--- config.mk ---
export PLATFORM = sky130hd
export DESIGN_NAME = i2c_slave_mem
export DESIGN_NICKNAME = d
export VERILOG_FILES = /design/src/rtl/i2c_slave_mem.sv
export SDC_FILE = /design/constraint.sdc
export NUM_CORES = 1
export LEC_CHECK = 0
export CORE_UTILIZATION = 30
export DETAILED_ROUTE_END_ITERATION = 6
export GPL_TIMING_DRIVEN = 0
export PLACE_DENSITY = 0.43
export SYNTH_ARGS = -nofsm -noshare
export SYNTH_HDL_FRONTEND = slang
export SYNTH_SLANG_ARGS = --single-unit
--- constraint.sdc ---
create_clock -name clk -period 2.6 [get_ports clk]
set_input_delay 0.52 -clock clk [delete_from_list [all_inputs] [get_ports clk]]
set_output_delay 0.52 -clock clk [all_outputs]
set_load 0.02 [all_outputs]
--- src/rtl/i2c_slave_mem.sv ---
// i2c_slave_mem: I2C target with a byte register file, auto-increment pointer and burst read/write.
// Optional glitch filter: define I2C_SLAVE_GLITCH_FILTER_EN to add a 3-sample majority filter per line.
// Ports:
//   clk        system clock (>= 16x SCL)
//   rst_n      synchronous active-low reset
//   scl_in     raw SCL pad input (asynchronous)
//   sda_in     raw SDA pad input (asynchronous)
//   sda_oe     1 = pull SDA low, 0 = release
//   busy       high from START until STOP
//   done       one-cycle pulse on STOP ending an addressed transaction
//   ack_err    STOP/START arrived mid-byte in an addressed transaction
//   wr_strobe  one-cycle pulse per committed register write
//   wr_idx     register index written (valid with wr_strobe)
//   wr_data    byte written (valid with wr_strobe)
module i2c_slave_mem #(
   parameter logic [6:0] SLAVE_ADDR = 7'h50,
   parameter int MEM_DEPTH = 16,
   localparam int PTR_W = $clog2(MEM_DEPTH)
) (
   input  logic             clk,
   input  logic             rst_n,
   input  logic             scl_in,
   input  logic             sda_in,
   output logic             sda_oe,
   output logic             busy,
   output logic             done,
   output logic             ack_err,
   output logic             wr_strobe,
   output logic [PTR_W-1:0] wr_idx,
   output logic [7:0]       wr_data
);
   localparam logic [3:0] IDLE      = 4'd0;
   localparam logic [3:0] ADDR      = 4'd1;
   localparam logic [3:0] ADDR_ACK  = 4'd2;
   localparam logic [3:0] PTR       = 4'd3;
   localparam logic [3:0] PTR_ACK   = 4'd4;
   localparam logic [3:0] WDATA     = 4'd5;
   localparam logic [3:0] WDATA_ACK = 4'd6;
   localparam logic [3:0] RDATA     = 4'd7;
   localparam logic [3:0] RACK      = 4'd8;
   localparam logic [3:0] IGNORE    = 4'd9;

   logic [7:0]       mem [MEM_DEPTH];
   logic [1:0]       scl_s, sda_s;
   logic             scl_l, sda_l, scl_p, sda_p;
   logic [3:0]       state, cnt;
   logic [7:0]       sr, rx_byte;
   logic [PTR_W-1:0] ptr, ptr_inc;
   logic             hit, scl_rise, scl_fall, start, stop, mid_byte;

`ifdef I2C_SLAVE_GLITCH_FILTER_EN
   logic [1:0] scl_f, sda_f;
   // Majority of the current and two previous samples: a 1-clk pulse never wins the vote.
   always_ff @(posedge clk)
      if (!rst_n) begin
         scl_f <= '1;
         sda_f <= '1;
         scl_l <= 1'b1;
         sda_l <= 1'b1;
      end else begin
         scl_f <= {scl_f[0], scl_s[1]};
         sda_f <= {sda_f[0], sda_s[1]};
         scl_l <= (scl_s[1] & scl_f[0]) | (scl_s[1] & scl_f[1]) | (scl_f[0] & scl_f[1]);
         sda_l <= (sda_s[1] & sda_f[0]) | (sda_s[1] & sda_f[1]) | (sda_f[0] & sda_f[1]);
      end
`else
   assign scl_l = scl_s[1];
   assign sda_l = sda_s[1];
`endif

   assign rx_byte  = {sr[6:0], sda_l};
   assign ptr_inc  = ptr + PTR_W'(1);
   assign scl_rise = scl_l & ~scl_p;
   assign scl_fall = ~scl_l & scl_p;
   assign start    = scl_l & scl_p & sda_p & ~sda_l;
   assign stop     = scl_l & scl_p & ~sda_p & sda_l;
   // STOP/START is always preceded by one SCL rise, so completed bits = cnt-1.
   assign mid_byte = hit && (state == PTR || state == WDATA || state == RDATA) && cnt >= 4'd2;

   always_ff @(posedge clk)
      if (!rst_n) begin
         scl_s     <= '1;
         sda_s     <= '1;
         scl_p     <= 1'b1;
         sda_p     <= 1'b1;
         state     <= IDLE;
         cnt       <= '0;
         sr        <= '0;
         ptr       <= '0;
         hit       <= 1'b0;
         sda_oe    <= 1'b0;
         busy      <= 1'b0;
         done      <= 1'b0;
         ack_err   <= 1'b0;
         wr_strobe <= 1'b0;
         wr_idx    <= '0;
         wr_data   <= '0;
         for (int i = 0; i < MEM_DEPTH; i++) mem[i] <= 8'(i);
      end else begin
         scl_s     <= {scl_s[0], scl_in};
         sda_s     <= {sda_s[0], sda_in};
         scl_p     <= scl_l;
         sda_p     <= sda_l;
         done      <= 1'b0;
         wr_strobe <= 1'b0;
         if (start) begin
            state   <= ADDR;
            cnt     <= '0;
            sda_oe  <= 1'b0;
            busy    <= 1'b1;
            ack_err <= mid_byte;
         end else if (stop) begin
            state   <= IDLE;
            cnt     <= '0;
            sda_oe  <= 1'b0;
            busy    <= 1'b0;
            done    <= hit;
            hit     <= 1'b0;
            ack_err <= ack_err | mid_byte;
         end else if (scl_rise) begin
            case (state)
               ADDR, PTR, WDATA: begin
                  sr  <= rx_byte;
                  cnt <= (cnt == 4'd7) ? 4'd0 : cnt + 4'd1;
                  if (cnt == 4'd7) begin
                     if (state == ADDR) begin
                        state <= (rx_byte[7:1] == SLAVE_ADDR) ? ADDR_ACK : IGNORE;
                        hit   <= hit | (rx_byte[7:1] == SLAVE_ADDR);
                     end else if (state == PTR) begin
                        ptr   <= rx_byte[PTR_W-1:0];
                        state <= PTR_ACK;
                     end else begin
                        mem[ptr]  <= rx_byte;
                        wr_strobe <= 1'b1;
                        wr_idx    <= ptr;
                        wr_data   <= rx_byte;
                        ptr       <= ptr_inc;
                        state     <= WDATA_ACK;
                     end
                  end
               end
               RDATA: cnt <= cnt + 4'd1;
               RACK:
                  if (sda_l) state <= IGNORE;
                  else begin
                     // Reload on the ACK rise so the next MSB is ready at the following fall.
                     ptr <= ptr_inc;
                     sr  <= mem[ptr_inc];
                     cnt <= 4'd1;
                  end
               default: ;
            endcase
         end else if (scl_fall) begin
            case (state)
               ADDR_ACK, PTR_ACK, WDATA_ACK:
                  // First fall starts the ACK slot, second fall ends it.
                  if (cnt == 4'd0) begin
                     sda_oe <= 1'b1;
                     cnt    <= 4'd1;
                  end else begin
                     cnt <= '0;
                     if (state == ADDR_ACK && sr[0]) begin
                        state  <= RDATA;
                        sr     <= mem[ptr];
                        sda_oe <= ~mem[ptr][7];
                     end else begin
                        state  <= (state == ADDR_ACK) ? PTR : WDATA;
                        sda_oe <= 1'b0;
                     end
                  end
               RDATA:
                  if (cnt == 4'd8) begin
                     sda_oe <= 1'b0;
                     state  <= RACK;
                     cnt    <= '0;
                  end else begin
                     sda_oe <= ~sr[6];
                     sr     <= {sr[6:0], 1'b0};
                  end
               RACK:
                  if (cnt == 4'd1) begin
                     sda_oe <= ~sr[7];
                     state  <= RDATA;
                     cnt    <= '0;
                  end
               default: ;
            endcase
         end
      end
endmodule

# --- Yosys cells after proc, flatten, opt, wreduce, memory -nomap -nowiden ---
# Memories as Yosys holds them, arrays and structs flattened. A register that Yosys moved wholly into a read port is not among the register bits.
# Cells that the tools add are included.
word_totals:
  reg_bits: 44
  ram_bits: 128
  word_cells: 173
  mem_count: 1
  output_inout_bits: 17
  input_bits: 4
mem_list:
  columns: ["name", "words", "width", "read_ports", "rd_clocked_by_memory_dff", "wr", "line_no", "text"]
  rows:
  - ["mem", 16, 8, 2, 1, 16, "43", "logic [7:0] mem [MEM_DEPTH];"]
op_classes:
  n_bitwise: 22
  reduce_logical: 31
  muxes: 67
  n_lt_le_gt_ge: 1
  addsub: 2
  eq_ne: 32
ops:
  columns: ["cell", "n"]
  rows:
  - ["two-way mux 4 bit", 22]
  - ["two-way mux 8 bit", 7]
  - ["case mux 4 bit (3 select lines)", 3]
  - ["case mux 8 bit (2 select lines)", 2]
  - ["two-way mux 1 bit", 27]
  - ["inequality test 3 bit, second input constant", 7]
  - ["equality test 4 x 3 -> 1 bit, second input constant", 5]
  - ["inequality test 5 bit, second input constant", 4]
  - ["case mux 4 bit (2 select lines)", 2]
  - ["AND reduction 8 bit", 2]
  - ["AND reduction 7 bit", 2]
  - ["nonzero test 2 bit", 7]
  - ["NOT 1 bit", 13]
  - ["OR reduction 3 bit", 4]
  - ["AND reduction 9 bit", 1]
  - ["adder 4 x 1 -> 4 bit, second input constant", 2]
  - ["equality test 4 x 1 -> 1 bit, second input constant", 2]
  - ["equality test 4 x 2 -> 1 bit, second input constant", 2]
  - ["equality test 4 bit, second input constant", 2]
  - ["inequality test 2 bit, second input constant", 4]
  - ["nonzero test 4 bit", 2]
  - ["OR reduction 8 bit", 1]
  - ["AND 1 bit", 7]
  - ["equality test 7 bit, second input constant", 1]
  - ["other kinds (18)", 24]

# --- Longest topological paths before layout ---
# Gate-level depths: netlist of run 1.
logic_depth:
  word_depth: 12
  mapped_depth: 11
  mapped_depth_nobuf: 8

# --- Worst setup path before layout of run 1 ---
# Ideal clock, no wire load.
synth_timing:
  kind: "reg-to-reg"
  from: "register ptr[0]"
  to: "register sr[7]"
  stages_incl_launch_ff: 12
  n_path_buf: 4
  setup_time_ns: 0.127
  arrival_time_ns: 2.763
  setup_slack_ns: -0.290
  cell_sequence: "dfxtp_1 -> clkbuf_1 -> clkbuf_1 -> inv_1 -> ha_1 -> clkbuf_1 -> buf_2 -> mux4_2 -> nand2_1 -> nand2_1 -> a221oi_1 -> a31oi_1"
synth_via:
  elab_chain_len: 5
synth_rtl:
  columns: ["item", "line_no", "text"]
  rows:
  - ["start, declared", "48", "logic [PTR_W-1:0] ptr, ptr_inc;"]
  - ["start signal, assigned", "130", "ptr <= rx_byte[PTR_W-1:0];"]
  - ["start signal, assigned", "137", "ptr <= ptr_inc;"]
  - ["start signal, assigned", "147", "ptr <= ptr_inc;"]
  - ["adder 4 x 1 -> 4 bit", "72", "assign ptr_inc = ptr + PTR_W'(1);"]
  - ["memory read (16 x 8 bit)", null, null]
  - ["two-way mux 8 bit", "144", "if (sda_l) state <= IGNORE;"]
  - ["case mux 8 bit (2 select lines)", "121", "case (state)"]
  - ["two-way mux 8 bit", "120", "end else if (scl_rise) begin"]
  - ["end signal, assigned", "123", "sr <= rx_byte;"]
  - ["end signal, assigned", "148", "sr <= mem[ptr_inc];"]
  - ["end signal, assigned", "164", "sr <= mem[ptr];"]
  - ["end, declared", "47", "logic [7:0] sr, rx_byte;"]
# Every way passes these cells. The select of a mux whose other input is x is not followed.
# A chain may end at the register's enable or synchronous reset.

# --- Worst setup path in the final report of run 1 ---
# Same ends and word-level chain as after synthesis.

==> impl_metrics.ini, run 1 <==
[clock_tree]
htreeDepth = 4
cts.hold.buffers_added = 0
cts_tree = done
cts_buffer_depth = 2
ctsRootBufferMaster = clkbuf_16
clk_pin_slew_ns = 0.07
clock_latency_ns = 0.44
clock-sinks = 176
numCtsBuffers = 17

[worst_setup_path]
r2r_slack_ns = 0.06
slowest_delay_ns = 0.50
start_kind = flop
r2r-start = ptr[0]$_SDFFE_PN0P_
endpoint_kind = flop
cp_max_fo = 5
worstPathArrival_ns = 2.87
r2r_cells = 11
crit_path_frequent_cell = nand2_1
slowest_stage = mux4_2
crit_type = reg2reg
crit_required_ns = 2.92
cp_cell_sequence = clkbuf_8 -> clkbuf_16 -> clkinvlp_4 -> ha_4 -> buf_8 -> buf_12 -> mux4_2 -> nand2_1 -> nand2_1 -> a221oi_1 -> a31oi_1
r2r_end = sr[7]$_SDFFE_PN0P_

[timing]
period_share = 0.978
clock_skew_ns = 0.00924
slew_headroom = 0.354
fmax_ghz = 0.393
min_period_ns = 2.54
setup-violations-final = 0
hold_ws_ns = 0.409
tightest_slew_ns = 0.968
slew_viol_final = 0
finalHoldViolCount = 0

[routing]
drt_iter0_drc = 594
drcViolationCount = 0
routedWlPerCell_um = 25.6
wl_mm = 33.2
vias = 6991
ant_nets = 0
post_drt_via_cell_ratio = 5.39
drt_pass1_iterations = 5

[synth]
synth_top_area_frac = 0.400
synth-edff-count = 128
synth.distinct_cells = 72
yosysWarningCount = 0
synth_top_family_by_area = simple AND/OR/NAND/NOR gates
synth_flop_cell = edfxtp_1
synth_mux_area_frac = 0.149
synth_area_um2 = 9620
yosysTopAreaCell = edfxtp_1
synth.avg_cell_area_um2 = 11.5
yosys.area_share.simple = 0.205
synth_area_leaders = edfxtp_1 40%, mux4_2 13%, dfxtp_1 10%, and2_1 5.3%, nand2_1 3.4%
synth_fa_ha_area_frac = 0.0153
synth_compound_area_frac = 0.0838
synth_nets = 853
synth-seq-cells = 176
async_flop_share = 0
synth-xor-area-share = 0.00442
netlist_instances = 838
ys_seq_area_frac = 0.499

[outcome]
status = finished clean

[grt]
antenna_found_initial = 0
track_usage = 0.210
grt_start_max_net_pins = 17
grt_pass1_vias = 7081
grt.overflow.total = 0
grt_pass1_wl_mm = 49.0

[finish]
fill_cells = 3128
fin_util = 0.359
diodes = 0
flow.area_growth_from_synthesis_pct = 17.8
nets = 896
finalNonFillerCells = 1296
layout-drive-gt1-share = 0.216
regArea_um2 = 4820
design_area_um2 = 11300
multi_input_area_um2 = 4580

[place]
hpwl_mm = 23.6
dp.cells = 1260
port-buffer-count = 20
dpl_cell_area_um2 = 10300
gp_congestion = 0.896

[worst_hold_path]
hold-path-endpoint = scl_s[1]$_SDFF_PN1_
min_path_cells = 1
hp-class = reg2reg
hold_path_startpoint = scl_s[0]$_SDFF_PN1_

[power]
max-vdd-ir-drop_uv = 454
p_per_area_nw_per_um2 = 543
p_leak_nw = 3.90

[die]
start_util = 0.305
rows = 65
io_pins = 21
die_w_um = 181
core_um2 = 31600
die_area_um2 = 32800
chipHeight_um = 181

[flow_run]
maxCapViolations = 0
Yosys cell counts, drive strengths merged (2+ instances only):
| cell type | n |
|---|---|
| a2111oi | 2 |
| a211oi | 5 |
| a21o | 4 |
| a21oi | 42 |
| a221oi | 2 |
| a31oi | 6 |
| a32oi | 8 |
| a41oi | 6 |
| and2 | 81 |
| and3 | 33 |
| buf | 41 |
| clkbuf | 40 |
| dfxtp | 48 |
| edfxtp | 128 |
| ha | 11 |
| inv | 10 |
| mux2i | 16 |
| mux4 | 56 |
| nand2 | 88 |
| nand2b | 47 |
| nand3 | 22 |
| nand4 | 13 |
| nor2 | 45 |
| nor2b | 8 |
| nor3 | 7 |
| nor3b | 3 |
| o2111ai | 3 |
| o211ai | 3 |
| o21ai | 22 |
| o21bai | 2 |
| o221a | 2 |
| o221ai | 2 |
| o22ai | 2 |
| o31ai | 2 |
| or2 | 4 |
| xor2 | 3 |
worst max-delay path, delay by kind of cell, from the launching register on:
family                   cells  cell delay [ns]
adder cells (fa/ha/maj)      1             0.28
buffers and inverters        5             0.60
AND/OR/NAND/NOR              2             0.17
flip-flops                   1             0.37
multiplexers                 1             0.50
AO/OA/AOI/OAI                2             0.50
where the power goes:
part / total (mW) / internal [mW] / switching, mW
Clock: 2.78 / 1.54 / 1.24
Sequential: 3.09 / 3.05 / 0.0416
Combinational: 0.275 / 0.0937 / 0.181
metrics by stage:
step	worst slack, ns	total power [mW]	TNS [ns]
6_report	0.0563	6.15	0
3_3_place_gp	-1.11	3.42	-150.13
5_1_grt	-0.0118	6.32	-0.0456
3_5_place_dp	-1.16	3.42	-153.10
4_1_cts	0.00791	6.17	0
2_1_floorplan	0.0455	3.31	0
worst max path at each step:
| stage | start | endpoint | slack, ns |
|---|---|---|---|
| final | ptr[0]$_SDFFE_PN0P_ | sr[7]$_SDFFE_PN0P_ | 0.06 |
| after global routing | ptr[0]$_SDFFE_PN0P_ | sr[6]$_SDFFE_PN0P_ | -0.01 |
| after CTS | cnt[0]$_SDFFE_PP0P_ | mem[13][7]$_SDFFCE_PN0P_ | 0.008 |
| after detailed placement | rst_n | mem[2][4]$_SDFFCE_PN0P_ | -1.16 |
| after global placement | rst_n | mem[3][2]$_SDFFCE_PN0P_ | -1.11 |
| after floorplan | ptr[0]$_SDFFE_PN0P_ | sr[7]$_SDFFE_PN0P_ | 0.05 |
state kept, by name (all words and copies together), names as in the netlist, 2 cells and up, named ones only:
name,count
mem,128
wr_idx,4
cnt,4
sr,8
sda_s,2
ptr,4
wr_data,8
scl_s,2
state,4
cell usage in the layout, fill, tap and decap left out, drive strengths merged, types with 4 or more instances in the layout:
master           n
a31oi            6
dfxtp           48
nor2            45
nor2b            8
o21ai           22
inv             16
mux2i           16
clkbuf          57
nand2           88
clkdlybuf4s50   20
nor3             7
ha              11
and3            33
a211oi           5
nand4           13
a21o             4
nand3           22
and2            81
a41oi            6
a21oi           42
nand2b          47
or2              4
buf             47
mux4            56
a32oi            8
edfxtp         128
per-layer routing:
layer  track usage  vias up  routed length [um]
met5             0        -                   0
met4        0.0600        0                 656
met3        0.0377       38                1710
met2         0.345      222               15900
met1         0.283     3556               14900
li1              -     3175                   -
final cells by class:
class	instances	share of cell area
plain buffers	73	0.0414
clock buffers	19	0.0382
clock inverters	13	0.0155
inverters	11	0.00397
multi-input cells	570	0.404
flip-flops and latches	176	0.425
well taps	402	0.0444
repair buffers	32	0.0274
cells by family after synthesis:
logic type	after synthesis
compound gates	120
xor+xnor	4
fa+ha+maj	12
buf+inv	92
flops	176
mux	73
simple gates	361
timing repair:
| item | CTS | global route |
|---|---|---|
| setup buffers | 8 | 4 |
| hold endpoints to repair | 0 | 0 |
| endpoints found under the setup margin | 207 | 139 |
| pin swaps | 2 | 3 |
| resized for setup | 56 | 37 |
(Power assumes the default switching activity.)
==> run 2: changes to the inputs <==
Settings changed: ABC_CLOCK_PERIOD_IN_PS from default to 2600, CORE_ASPECT_RATIO from default to 0.8.
==> run 2 against run 1 <==
  * Via count grew 2.2%
  * First-iteration DRC count grew 43%
  * Clock-buffer cell count rose by 1
  * Combinational power is essentially flat
  * Non-clock buffer count grew 4
  * Sequential cell count unchanged
  * Sequential power about the same
==> impl_metrics.ini, run 2 (same netlist as run 1, synthesis figures left out) <==
[routing]
vias = 7143
drcViolationCount = 0
routedWlPerCell_um = 26.2
wl_mm = 34.5
ant_nets = 0
drt_pass1_iterations = 6
drt_iter0_drc = 849
post_drt_via_cell_ratio = 5.42

[worst_setup_path]
crit_path_frequent_cell = mux4_2
setup.worst_path.end = sr[6]$_SDFFE_PN0P_
cp_max_fo = 10
r2r_slack_ns = 0.08
slowest_delay_ns = 0.68
crit_required_ns = 2.91
cp.depth = 5
crit_family = multiplexers
endpoint_kind = flop
r2r_end = sr[6]$_SDFFE_PN0P_
crit_type = reg2reg
worstPathArrival_ns = 2.83
slowest_stage = buf_1
critPathBufInv = 1
start_kind = flop
cp_cell_sequence = buf_1 -> mux4_2 -> mux4_2 -> nand2_1 -> a41oi_2
r2r_cells = 5

[finish]
diodes = 0
top_register = mem
layout-drive-gt1-share = 0.220
nets = 900
design_area_um2 = 11300
finalNonFillerCells = 1318
fill_cells = 3161
largest_register_ffs = 128
reg_top3 = mem: 128 flops, sr: 8 flops, wr_data: 8 flops
final_common_cell = edfxtp_1
flow.area_growth_from_synthesis_pct = 17.8
final_cell_mix = 128 x edfxtp_1, 86 x nand2_1, 80 x and2_1

[place]
port-buffer-count = 20
dpl_cell_area_um2 = 10400
hpwl_mm = 24.9
dp.cells = 1278
gp_congestion = 0.927
place_ws_ns = -1.06

[die]
start_util = 0.305
io_pins = 21
core_um2 = 31500
chipHeight_um = 162
rows = 58
die_w_um = 202
die_area_um2 = 32800

[timing]
rsz0062_at_grt = no
finalHoldViolCount = 0
tns_ns = 0
period_share = 0.970
setup-violations-final = 0
min_period_ns = 2.52
setup_ws_ns = 0.0790
slew_viol_final = 0
fmax_ghz = 0.397
clock_skew_ns = 0.0126
slew_headroom = 0.325
tightest_slew_ns = 1.00

[clock_tree]
numCtsBuffers = 17
clk_pin_slew_ns = 0.07
cts.hold.buffers_added = 0
clock-sinks = 176
cts_buffer_depth = 2
htreeDepth = 4
ctsRootBufferMaster = clkbuf_16
clock_latency_ns = 0.45
cts_tree = done

[grt]
grt_pass1_vias = 6854
track_usage = 0.216
grt.overflow.total = 0
grt_start_max_net_pins = 17
grt_pass1_wl_mm = 49.8
antenna_found_initial = 2

[power]
p_per_area_nw_per_um2 = 523
p_leak_nw = 3.91
p_total_mw = 5.93
max-vdd-ir-drop_uv = 471

[worst_hold_path]
hp-class = reg2reg
min_path_cells = 1

[outcome]
status = finished clean

[flow_run]
maxCapViolations = 0
run 2: how the worst min path moves through the flow:
stage / from / endpoint
CTS: sda_s[0]$_SDFF_PN1_ / sda_s[1]$_SDFF_PN1_
floorplan: scl_s[0]$_SDFF_PN1_ / scl_s[1]$_SDFF_PN1_
finish: sda_s[0]$_SDFF_PN1_ / sda_s[1]$_SDFF_PN1_
global route: sda_s[0]$_SDFF_PN1_ / sda_s[1]$_SDFF_PN1_
global placement: sda_s[0]$_SDFF_PN1_ / sda_s[1]$_SDFF_PN1_
detailed placement: sda_s[0]$_SDFF_PN1_ / sda_s[1]$_SDFF_PN1_
run 2: worst register-to-register path, delay by kind of cell (launching register included):
kind                   cells  cell delay [ns]
muxes                      2             0.98
and+or+nand+nor            1             0.10
DFF                        1             0.50
AOI/OAI and AO/OA          1             0.13
buffers and inverters      1             0.68
run 2: repair_timing:
item,4_1_cts,5_1_grt
cloned,1,0
resized for setup,63,23
endpoints found under the hold margin,0,0
setup buffers,7,6
setup endpoints to repair,251,131
pin swaps,3,4
run 2: layer usage:
| metal | vias to the layer above | part of all wire | track usage |
|---|---|---|---|
| met4 | 2 | 0.016 | 0.0595 |
| met3 | 35 | 0.092 | 0.0592 |
| met1 | 3584 | 0.48 | 0.322 |
| met5 | - | 0.0024 | 0.0193 |
| met2 | 328 | 0.41 | 0.301 |
| li1 | 3194 | - | - |
run 2: layout make-up:
type,instances,area (um2),share of cell area
Multi-Input combinational cell,570,4570,0.403
Clock inverter,12,95.1,0.00839
Sequential cell,176,4820,0.425
Buffer,75,454,0.0401
Clock buffer,20,468,0.0413
Tap cell,420,526,0.0464
Timing Repair Buffer,34,355,0.0314
Inverter,11,45.0,0.00398
run 2: through the flow:
step                utilization  hold WS [ns]
floorplan                     -         0.386
global placement          0.329         0.392
detailed placement        0.329         0.400
CTS                       0.358         0.417
global route              0.360         0.444
finish                    0.360         0.412
run 2: report_power, final:
part / leakage (nW) / internal, mW / switching [mW]
Sequential: 1.60 / 3.05 / 0.0500
Combinational: 2.02 / 0.0922 / 0.182
Clock: 0.284 / 1.33 / 1.22
Total: 3.91 / 4.47 / 1.45
